## src/rtl/mau_arbiter.sv

```systemverilog
// mau_arbiter: two-port (fetch, load/store) arbiter onto a single memory port.
// One transaction at a time, registered memory request, per-transaction
// timeout, and flush handling for in-flight fetches.
// Optional round-robin tie-break is enabled by defining MAU_ARB_RR_EN;
// otherwise load/store always wins a tie.
module mau_arbiter #(
  parameter int TIMEOUT = 16
) (
  input  logic        clk,
  input  logic        reset,
  input  logic        if_req,
  input  logic [31:0] if_addr,
  output logic        if_ack,
  output logic [31:0] if_rdata,
  input  logic        ls_req,
  input  logic        ls_we,
  input  logic [31:0] ls_addr,
  input  logic [31:0] ls_wdata,
  output logic        ls_ack,
  output logic [31:0] ls_rdata,
  input  logic        flush,
  output logic        mem_req,
  output logic        mem_we,
  output logic [31:0] mem_addr,
  output logic [31:0] mem_wdata,
  input  logic        mem_ack,
  input  logic [31:0] mem_rdata,
  output logic        busy,
  output logic        mem_err
);

  typedef enum logic [1:0] {S_IDLE, S_FETCH, S_DATA, S_DRAIN} state_t;

  localparam logic [7:0] TO_M1 = 8'(TIMEOUT - 1);

  state_t      r_state, w_next;
  logic [7:0]  r_wait;
  logic        r_mem_req, r_mem_we;
  logic [31:0] r_mem_addr, r_mem_wdata;
  logic        r_if_ack, r_ls_ack, r_mem_err;
  logic [31:0] r_if_rdata, r_ls_rdata;

  logic w_if_ok, w_ls_ok, w_grant_ls, w_grant_if;
  logic w_timeout, w_start;
  logic w_done_if, w_done_ls, w_err;

  // A port whose ack is pulsing still holds its req this cycle; don't regrant it.
  assign w_ls_ok = ls_req && !r_ls_ack;
  assign w_if_ok = if_req && !flush && !r_if_ack;

`ifdef MAU_ARB_RR_EN
  logic r_last_ls;
  assign w_grant_ls = w_ls_ok && (!w_if_ok || !r_last_ls);
`else
  assign w_grant_ls = w_ls_ok;
`endif
  assign w_grant_if = w_if_ok && !w_grant_ls;

  assign w_timeout = !mem_ack && (r_wait == TO_M1);
  assign w_start   = (r_state == S_IDLE) && (w_next != S_IDLE);

  // Next-state and completion decode
  always_comb begin
    w_next    = r_state;
    w_done_if = 1'b0;
    w_done_ls = 1'b0;
    w_err     = 1'b0;
    case (r_state)
      S_IDLE: begin
        if (w_grant_ls)      w_next = S_DATA;
        else if (w_grant_if) w_next = S_FETCH;
      end
      S_FETCH: begin
        // flush with a same-cycle ack discards the data
        if (mem_ack) begin
          w_next    = S_IDLE;
          w_done_if = !flush;
        end else if (flush) begin
          w_next = S_DRAIN;
        end else if (w_timeout) begin
          w_next    = S_IDLE;
          w_done_if = 1'b1;
          w_err     = 1'b1;
        end
      end
      S_DATA: begin
        if (mem_ack) begin
          w_next    = S_IDLE;
          w_done_ls = 1'b1;
        end else if (w_timeout) begin
          w_next    = S_IDLE;
          w_done_ls = 1'b1;
          w_err     = 1'b1;
        end
      end
      S_DRAIN: begin
        if (mem_ack) begin
          w_next = S_IDLE;
        end else if (w_timeout) begin
          w_next = S_IDLE;
          w_err  = 1'b1;
        end
      end
      default: w_next = S_IDLE;
    endcase
  end

  // State register
  always_ff @(posedge clk) begin
    if (reset) r_state <= S_IDLE;
    else       r_state <= w_next;
  end

  // Memory request register: loaded on grant, held until ack/timeout
  always_ff @(posedge clk) begin
    if (reset) begin
      r_mem_req   <= 1'b0;
      r_mem_we    <= 1'b0;
      r_mem_addr  <= '0;
      r_mem_wdata <= '0;
    end else if (w_start) begin
      r_mem_req <= 1'b1;
      if (w_grant_ls) begin
        r_mem_addr  <= ls_addr;
        r_mem_we    <= ls_we;
        r_mem_wdata <= ls_wdata;
      end else begin
        r_mem_addr  <= if_addr;
        r_mem_we    <= 1'b0;
        r_mem_wdata <= '0;
      end
    end else if (w_next == S_IDLE) begin
      r_mem_req <= 1'b0;
    end
  end

  // Wait counter: cleared on entering a busy state, counts ack-low cycles
  always_ff @(posedge clk) begin
    if (reset)                                       r_wait <= '0;
    else if (w_start)                                r_wait <= '0;
    else if (r_state == S_FETCH && w_next == S_DRAIN) r_wait <= '0;
    else if (r_state != S_IDLE && !mem_ack)          r_wait <= r_wait + 8'd1;
  end

  // Ack pulses, error pulse and captured read data
  always_ff @(posedge clk) begin
    if (reset) begin
      r_if_ack   <= 1'b0;
      r_ls_ack   <= 1'b0;
      r_mem_err  <= 1'b0;
      r_if_rdata <= '0;
      r_ls_rdata <= '0;
    end else begin
      r_if_ack  <= w_done_if;
      r_ls_ack  <= w_done_ls;
      r_mem_err <= w_err;
      if (w_done_if)              r_if_rdata <= w_err ? 32'h0 : mem_rdata;
      if (w_done_ls && !r_mem_we) r_ls_rdata <= w_err ? 32'h0 : mem_rdata;
    end
  end

`ifdef MAU_ARB_RR_EN
  // Last-grant tracker for the round-robin tie-break (reset favours data next)
  always_ff @(posedge clk) begin
    if (reset)        r_last_ls <= 1'b0;
    else if (w_start) r_last_ls <= w_grant_ls;
  end
`endif

  assign mem_req   = r_mem_req;
  assign mem_we    = r_mem_we;
  assign mem_addr  = r_mem_addr;
  assign mem_wdata = r_mem_wdata;
  assign if_ack    = r_if_ack;
  assign ls_ack    = r_ls_ack;
  assign if_rdata  = r_if_rdata;
  assign ls_rdata  = r_ls_rdata;
  assign mem_err   = r_mem_err;
  assign busy      = (r_state != S_IDLE);

endmodule

```

## config.mk

```make
export PLATFORM = sky130hd
export DESIGN_NAME = mau_arbiter
export DESIGN_NICKNAME = d
export VERILOG_FILES = /design/src/rtl/mau_arbiter.sv
export SDC_FILE = /design/constraint.sdc
export NUM_CORES = 1
export LEC_CHECK = 0
export ABC_AREA = 1
export ABC_CLOCK_PERIOD_IN_PS = 2200
export CELL_PAD_IN_SITES_DETAIL_PLACEMENT = 2
export CELL_PAD_IN_SITES_GLOBAL_PLACEMENT = 2
export CORE_UTILIZATION = 21
export CTS_BUF_LIST = sky130_fd_sc_hd__clkbuf_16
export DETAILED_ROUTE_END_ITERATION = 12
export HOLD_SLACK_MARGIN = 0.15
export PLACE_DENSITY = 0.83
export REMOVE_ABC_BUFFERS = 1
export SYNTH_ARGS = -nofsm -noshare
export SYNTH_HDL_FRONTEND = slang
export SYNTH_SLANG_ARGS = --single-unit
```

## constraint.sdc

```tcl
create_clock -name clk -period 2.2 [get_ports clk]
set_clock_uncertainty 0.15 [all_clocks]
set_input_delay 0.22 -clock clk [delete_from_list [all_inputs] [get_ports clk]]
set_output_delay 0.22 -clock clk [all_outputs]
set_load 0.03 [all_outputs]
```

==> impl_metrics.yaml, run 1 <==
run_status:
  status: "finished, final reports clean"
synthesis:
  synth_compound_area_share_pct: 11.5
  synth_xor_area_share_pct: 0.856
  yosysWarnings: 0
  syn_avg_cell_area_um2: 6.60
  synth_mux_area_share_pct: 0
  synthAdderAreaFrac_pct: 0.204
  synth-edff-count: 0
  ys_seq_area_share_pct: 46.6
  async_flop_share_pct: 0
  synth_area_um2: 6140
  synth_top_family_by_area: "simple AND/OR/NAND/NOR gates"
  synth_cells: 930
  synth-main-ff-cell: "dfxtp_1"
  ys_types: 23
  ys_ff_latch: 143
  yosys.area_share.simple_pct: 31.6
die:
  row_count: 62
  start_util_pct: 21.4
  die_w_um: 173
  fp.dieH_um: 173
  ioPinCount: 269
  die_area_um2: 29900
  core_um2: 28700
global_routing:
  grt_pass1_wl_mm: 39.8
  grt_pass1_vias: 7527
  grt_max_degree: 64
  grt_use_total_pct: 16.7
  antenna_found_initial: 1
  grt_overflow: 0
drt:
  vias_per_cell: 4.29
  drc_errors: 0
  ant_nets: 0
  drt_iter0_drc: 190
  wire_per_inst_um: 15.8
  vias: 6818
  routed_wl_mm: 25.1
  drtPass1Iterations: 4
placed_design:
  gp_congestion: 0.752
  placed_area_um2: 9450
  dp_hpwl_mm: 18.1
  placed_cells: 1555
  io_buffers: 268
timing:
  hold_violations: 0
  maxSlewHeadroom_pct: 64.1
  finalCritPeriodShare_pct: 91.7
  hold_ws_ps: 227
  setup_viol: 0
  tns_ps: 0
  worstMarginPinSlew_ps: 538
  fin_crit_ps: 2020
  slew_violations: 0
  fmax_mhz: 496
final_layout:
  area_delta_synth_final_pct: 64.2
  final_common_cell: "nand2_1"
  mostFrequentLayoutCells: "272 x nand2_1, 267 x clkdlybuf4s50_1, 171 x nor2_1"
  drive_gt1_share_pct: 6.88
  design_area_um2: 10100
  n_fill_cell: 3339
  fin_cells: 1590
  finalNetCount: 1329
  final_util_pct: 35.1
  num_antenna_cells: 0
worst_setup_path:
  critPathKind: "flop to flop"
  worstSetupStartpointType: "flop"
  r2r-start: "r_wait[0]$_SDFFE_PP0P_"
  r2r-end: "mem_wdata[14]$_SDFFE_PP0P_"
  r2r_slack_ps: 180
  critPathRequiredTime_ps: 2360
  arrival_ps: 2180
  cp-end-kind: "flop"
  crit_fanout: 14
  reg2reg_depth: 10
pwr:
  ir_worst_vdd_mv: 0.421
  pwr_density_cell_nw_per_um2: 818
  p_leak_nw: 4.44
clock_network:
  tritoncts: "done"
  insertion_delay_ps: 420
  clkTransAtPathRegs_ps: 70
  htreeDepth: 4
  clockBufferDepth: 2
  clockRootBuffer: "clkbuf_16"
  cts_buffers: 17
  cts.sinks: 143
worst_hold_path:
  min_from: "mem_rdata[0]"
  hold_depth: 3
  min_to: "ls_rdata[0]$_SDFFE_PP0P_"
  hold_class: "primary input to flop"
job:
  drv_cap: 0
cell type report:
cell class                 instances  area (µm²)  area share [%]
multi-input combinational        641        2740            27.1
tap                              384         480            4.77
timing repair buffer             303        3100            30.7
clock buffer                      17         425            4.22
clock inverter                    15         145            1.44
inverter                          87         328            3.25
sequential                       143        2870            28.4
state kept, by name (all words and copies together) (netlist names), 2 cells and up:
| register | count |
|---|---|
| mem_addr | 32 |
| r_wait | 8 |
| ls_rdata | 32 |
| if_rdata | 32 |
| mem_wdata | 32 |
| r_state | 2 |
per-stage QoR:
stage	setup slack [ps]	total power, mW
2_1_floorplan	-1880	4.23
3_3_place_gp	39.0	5.33
3_5_place_dp	-48.9	5.41
4_1_cts	22.8	8.37
5_1_grt	-10.5	8.72
6_report	183	8.24
Yosys cell counts, types with 2 or more instances:
master | count | share of area [%]
nand2_1 | 273 | 17
xor2_1 | 5 | 0.71
clkbuf_1 | 39 | 2.4
nand3_1 | 42 | 3.4
buf_2 | 16 | 1.3
a21oi_1 | 86 | 7.0
o21ai_0 | 53 | 4.3
nor2_2 | 2 | 0.20
inv_1 | 85 | 5.2
buf_1 | 4 | 0.24
dfxtp_1 | 143 | 47
nor2_1 | 171 | 10
worst max path at each step:
stage / startpoint / to / slack, ps / depth (start not counted)
after floorplan: r_state[1]$_SDFF_PP0_ / r_wait[7]$_SDFFE_PP0P_ / -1880 / 10
after global routing: r_wait[0]$_SDFFE_PP0P_ / mem_addr[27]$_SDFFE_PP0P_ / -10 / 11
after detailed placement: mem_ack / mem_addr[31]$_SDFFE_PP0P_ / -50 / 10
after CTS: r_wait[0]$_SDFFE_PP0P_ / mem_addr[31]$_SDFFE_PP0P_ / 20 / 11
after global placement: mem_ack / mem_addr[3]$_SDFFE_PP0P_ / 40 / 10
final: r_wait[0]$_SDFFE_PP0P_ / mem_wdata[14]$_SDFFE_PP0P_ / 180 / 10
what timing repair did:
action | in CTS | in global routing
gates resized for setup | 2 | 6
hold buffers | 0 | 0
endpoints found under the setup margin | 27 | 82
setup buffers | 0 | 2
pin swaps | 1 | 3
cloned | 0 | 1
critical path, cell delays in order, from the launching register on:
cell and delay (ps):
dfxtp_2 350, ha_2 200, nand3_1 120, o21bai_2 210, nand2_1 100, nand3_1 110
nand2_2 130, buf_12 180, buf_12 150, a21oi_1 140, nor2_1 60
power by group:
group,switching (mW),internal (mW),leakage (nW),total (mW)
clock,1.37,1.51,0.284,2.88
sequential,0.136,2.84,1.17,2.97
combinational,1.37,1.01,2.98,2.38
metal layers:
metal  track usage (%)  share of wire (%)
met1              19.4                 43
met2              28.3                 46
met4              3.72               0.94
met3              7.32                9.7
met5                 0              0.052
cells by family (layout without fill, tap and decap cells):
group           after synthesis  after routing
flops                       143            143
buf+inv                     146            422
compound gates              140            140
xor+xnor                      6              6
fa+ha+maj                     1              1
simple gates                494            494
Power figures use the tool's default switching activity.
==> run 2, diff against run 1 <==
--- a/config.mk
+++ b/config.mk
@@ -9,6 +9,7 @@
 export ABC_CLOCK_PERIOD_IN_PS = 2200
 export CELL_PAD_IN_SITES_DETAIL_PLACEMENT = 2
 export CELL_PAD_IN_SITES_GLOBAL_PLACEMENT = 2
+export CORE_MARGIN = 4
 export CORE_UTILIZATION = 21
 export CTS_BUF_LIST = sky130_fd_sc_hd__clkbuf_16
 export DETAILED_ROUTE_END_ITERATION = 12
==> run 2 against run 1 <==
Against the previous run:
- first-iteration DRC count grew 43%
- utilization shrank 0.14 points
- routed wire length rose by 10%
- combinational power up 2%
- total power is 0.19% lower
- critical endpoint is now busy
- largest power group unchanged
==> impl_metrics.yaml, run 2 (synthesis results as in run 1) <==
pwr:
  report.power.total_mw: 8.22
  pwr_density_cell_nw_per_um2: 817
  ir_worst_vdd_mv: 0.366
  p_leak_nw: 4.40
clock_network:
  ctsHoldBuffers: 0
  clockBufferDepth: 2
  tritoncts: "done"
  cts.sinks: 143
  clockRootBuffer: "clkbuf_16"
  insertion_delay_ps: 420
  clkTransAtPathRegs_ps: 70
  htreeDepth: 4
  cts_buffers: 17
drt:
  drt_iter0_drc: 271
  routed_wl_mm: 27.6
  vias: 6946
  drtPass1Iterations: 4
  vias_per_cell: 4.38
  drc_errors: 0
  ant_nets: 0
  wire_per_inst_um: 17.4
final_layout:
  finalNetCount: 1324
  num_antenna_cells: 0
  design_area_um2: 10100
  mostFrequentLayoutCells: "271 x nand2_1, 268 x clkdlybuf4s50_1, 171 x nor2_1"
  fin_cells: 1585
  drive_gt1_share_pct: 6.24
  area_delta_synth_final_pct: 63.9
  final_common_cell: "nand2_1"
die:
  ioPinCount: 269
  core_um2: 28800
  fp.dieH_um: 179
  row_count: 62
  die_w_um: 179
  start_util_pct: 21.3
  die_area_um2: 32000
worst_setup_path:
  r2r_slack_ps: 140
  path_cells: "nor2_4 > inv_1 > clkdlybuf4s50_1"
  arrival_ps: 1720
  r2r-end: "ls_rdata[30]$_SDFFE_PP0P_"
  critPathSlowestCell: "clkdlybuf4s50_1"
  crit_path_start: "r_state[1]$_SDFF_PP0_"
  worstSetupStartpointType: "flop"
  reg2reg_depth: 9
  cp-end-kind: "output pin"
  critPathMaxStageDelay_ps: 690
  critPathKind: "flop to output pin"
  r2r-start: "r_wait[0]$_SDFFE_PP0P_"
  crit_fanout: 5
  endpoint: "busy"
  critPathRequiredTime_ps: 1830
timing:
  hold_ws_ps: 234
  setup_viol: 0
  fin_crit_ps: 2090
  fmax_mhz: 479
  finalCritPeriodShare_pct: 94.9
  slew_violations: 0
  maxSlewHeadroom_pct: 70.4
  worstMarginPinSlew_ps: 443
  hold_violations: 0
  tns_ps: 0
placed_design:
  dp_hpwl_mm: 19.0
  io_buffers: 268
  gp_congestion: 0.700
  placed_cells: 1544
  placed_area_um2: 9340
global_routing:
  grt_pass1_vias: 7469
  grt_use_total_pct: 16.1
  grt_overflow: 0
  antenna_found_initial: 1
  grt_pass1_wl_mm: 40.6
  grt_max_degree: 65
run_status:
  status: "finished, final reports clean"
job:
  drv_cap: 0
worst_hold_path:
  hold_class: "primary input to flop"
run 2: cell count changes in the layout (fill, tap and decap cells not counted), moves of 2 or more:
cell,before,now
buf_4,23,15
clkbuf_16,18,20
clkinvlp_4,0,3
buf_6,0,2
clkinv_4,2,4
dfxtp_2,2,0
dfxtp_1,141,143
inv_6,7,3
run 2: power breakdown:
group          switching (mW)  total (mW)  leakage, nW  internal, mW
Sequential              0.139        2.98         1.17          2.84
Combinational            1.42        2.43         2.96          1.00
Clock                    1.34        2.82        0.271          1.48
run 2: metrics by stage:
stage               setup slack [ps]  utilization (%)
floorplan                      -1880                -
global placement               -2.85             32.5
detailed placement             -40.6             32.5
CTS                             64.2             34.5
global route                   -20.7             35.0
finish                           111             35.0
run 2: worst min-delay path by stage:
stage | from | endpoint | slack [ps] | cells past startpoint
4_1_cts | mem_rdata[29] | ls_rdata[29]$_SDFFE_PP0P_ | 210 | 3
5_1_grt | mem_rdata[31] | ls_rdata[31]$_SDFFE_PP0P_ | 230 | 3
2_1_floorplan | reset | if_rdata[14]$_SDFFE_PP0P_ | 140 | 1
3_5_place_dp | if_rdata[2]$_SDFFE_PP0P_ | if_rdata[2]$_SDFFE_PP0P_ | 310 | 2
3_3_place_gp | ls_rdata[15]$_SDFFE_PP0P_ | ls_rdata[15]$_SDFFE_PP0P_ | 300 | 2
6_report | mem_rdata[29] | if_rdata[29]$_SDFFE_PP0P_ | 230 | 3
run 2: metal layers:
metal,up-vias,share of wire [%],track usage (%)
li1,3380,-,-
met1,3333,41,18.2
met2,210,48,27.7
met3,21,10,7.68
met4,2,0.97,3.33
met5,-,0.072,0
run 2: critical path: cells and delay by family, from the launching register on:
kind / cells / cell delay, ps
AND/OR/NAND/NOR: 1 / 70
flip-flops: 1 / 470
buffers and inverters: 2 / 760
run 2: final cells by class:
type | instances | area, µm²
well taps | 384 | 480
multi-input cells | 641 | 2740
fillers | 3321 | 18700
repair buffers | 298 | 3090
clock inverters | 15 | 129
inverters | 87 | 332
flip-flops and latches | 143 | 2860
clock buffers | 17 | 425
run 2: repair_timing:
| action | CTS | global route |
|---|---|---|
| setup buffers | 3 | 2 |
| endpoints found under the hold margin | 0 | 0 |
| resized for setup | 1 | 7 |
| pin swaps | 1 | 1 |
| gates cloned | 0 | 4 |
| endpoints found under the setup margin | 3 | 47 |
==> patch: new RTL, settings of run 1 <==
Encoding of `state_t`: now one-hot (4 bits for 4 states).
--- a/src/rtl/mau_arbiter.sv
+++ b/src/rtl/mau_arbiter.sv
@@ -31,3 +31,3 @@
 
-  typedef enum logic [1:0] {S_IDLE, S_FETCH, S_DATA, S_DRAIN} state_t;
+  typedef enum logic [3:0] {S_IDLE = 4'b0001, S_FETCH = 4'b0010, S_DATA = 4'b0100, S_DRAIN = 4'b1000} state_t;
 
Check against the original RTL: no difference found for any inputs over 4 cycles, from zero or initial values and one cycle with reset high; so few cycles prove little.
==> patch against run 1 <==
- critical path depth is 7 lower
- worst setup slack worse by 0.092 ns
- largest power group unchanged
- routed wire length is 0.12% lower
- first-iteration DRC count stayed put
- final area is 0.25% higher
- power is 9.6% lower
- area after synthesis is 4.4% higher
- highest routed layer is now met4
- sequential share of layout area is 0.30 points higher
- sequential cell count is 2 higher
==> patch: results (changes against run 1) <==
Outcome
  – Status: completed

Logic synthesis
  – Distinct cell type count after synthesis: 34 (+48%)
  – Post-synthesis sequential area ratio: 0.453 (-0.0136)
  – FFs w/ async S/R, synth: 0 (unchanged)
  – Synth top cells by count: nand2_1, nor2_1, dfxtp_1
  – Cells after Synth: 941 (+1.2%)
  – Ranking of synthesized cells by area: dfxtp_1, nand2_1, nor2_1

Power and ir drop
  – Leakage: 4.52 nW (+1.8%)
  – Maximum vdd ir drop: 368 µV (-13%)

Critical path
  – Slowest CP cell: clkdlybuf4s50_1
  – CP max stage delay: 0.69 ns (+0.34 ns)
  – FF-to-FF Start: r_wait[0]
  – Critical Path Start: r_state[2]
  – Top delay family on crit path: buffers and inverters
  – Worst EP arrival: 1.74 ns (-0.44 ns)
  – CP Max Fanout: 7 (-7)

Cells and area
  – Fraction of layout cells with a size suffix above 1: 0.0696 (+0.000771)
  – Final net count: 1331 (+0.15%)

Drt
  – Drt via density: 4.29 (about the same)
  – Routed vias: 6849 (+0.45%)
  – WL/cell: 15.7 µm (-0.62%)

Hold path
  – Min-Delay Startpoint: ls_wdata[3]

Global routing
  – Gr usage total: 0.160 (-0.00674)
  – First-pass GRT wire length: 39.0 mm (-2.0%)
  – Largest net degree at the start of global routing: 83 (+30%)
  – Vias in the first global route: 7287 (-3.2%)

Clock network
  – Clk pin slew, worst setup/hold paths: 0.06 ns
  – Cts repair resizes: 0 (-2)

Place
  – GPL Wtd Cong: 0.730 (-2.9%)
  – Post-placement cell count: 1566 (+0.71%)
  – Final HPWL DP: 18.5 mm (+2.2%)
  – Placed cell area: 9550 µm² (+1.1%)

Timing
  – Max-slew headroom: 0.719 (+0.0776)
patch: area by class of cell:
type	count	area (µm²)
multi-input cells	641	2840
fillers	3547	19800
flip-flops and latches	145	2900
clock buffers	17	425
well taps	390	488
inverters	99	374
diodes	1	2.50
clock inverters	14	126
repair buffers	291	2940
patch: logic make-up (layout without fill, tap and decap cells):
family	count (synthesis)	count (layout)	synth area share
buffers and inverters	155	421	0.104
AO/OA/AOI/OAI	87	87	0.0689
other	0	1	0
AND/OR/NAND/NOR	546	546	0.363
flip-flops	145	145	0.453
multiplexers	1	1	0.00156
adder cells (fa/ha/maj)	1	1	0.00195
XOR/XNOR	6	6	0.00820
patch: worst paths after layout:
kind / slack [ns] / depth (start not counted) / to
setup / recovery: 0.09 / 3 / busy
hold / removal: 0.22 / 3 / mem_wdata[3]
setup reg to reg: 0.16 / 8 / ls_rdata[20]
hold reg to reg: 0.31 / 2 / mem_wdata[27]
patch: per-stage QoR:
stage	hold WS (ns)	power (mW)	setup TNS [ns]	setup slack, ns
4_1_cts	0.197	7.61	0	0.0504
2_1_floorplan	0.142	3.82	-142.25	-1.18
3_5_place_dp	0.307	4.73	0	0.0492
3_3_place_gp	0.297	4.65	0	0.142
5_1_grt	0.211	7.86	0	0.0151
6_report	0.219	7.45	0	0.0905
patch: tightest hold or removal path, stage by stage:
cell and delay, ns:
clkdlybuf4s50_1 0.40, nand3_1 0.08, nand2_1 0.05
patch: metal layers:
layer	GRT usage	share of wire	up-vias
met2	0.274	0.47	216
met3	0.0668	0.10	11
met5	0	0	-
met4	0.0420	0.0082	0
li1	-	-	3385
met1	0.183	0.42	3237
patch: power by group:
group	switching, mW	total [mW]	internal [mW]
clock	1.17	2.81	1.64
sequential	0.100	2.90	2.80
combinational	1.01	1.74	0.731
total	2.28	7.45	5.17
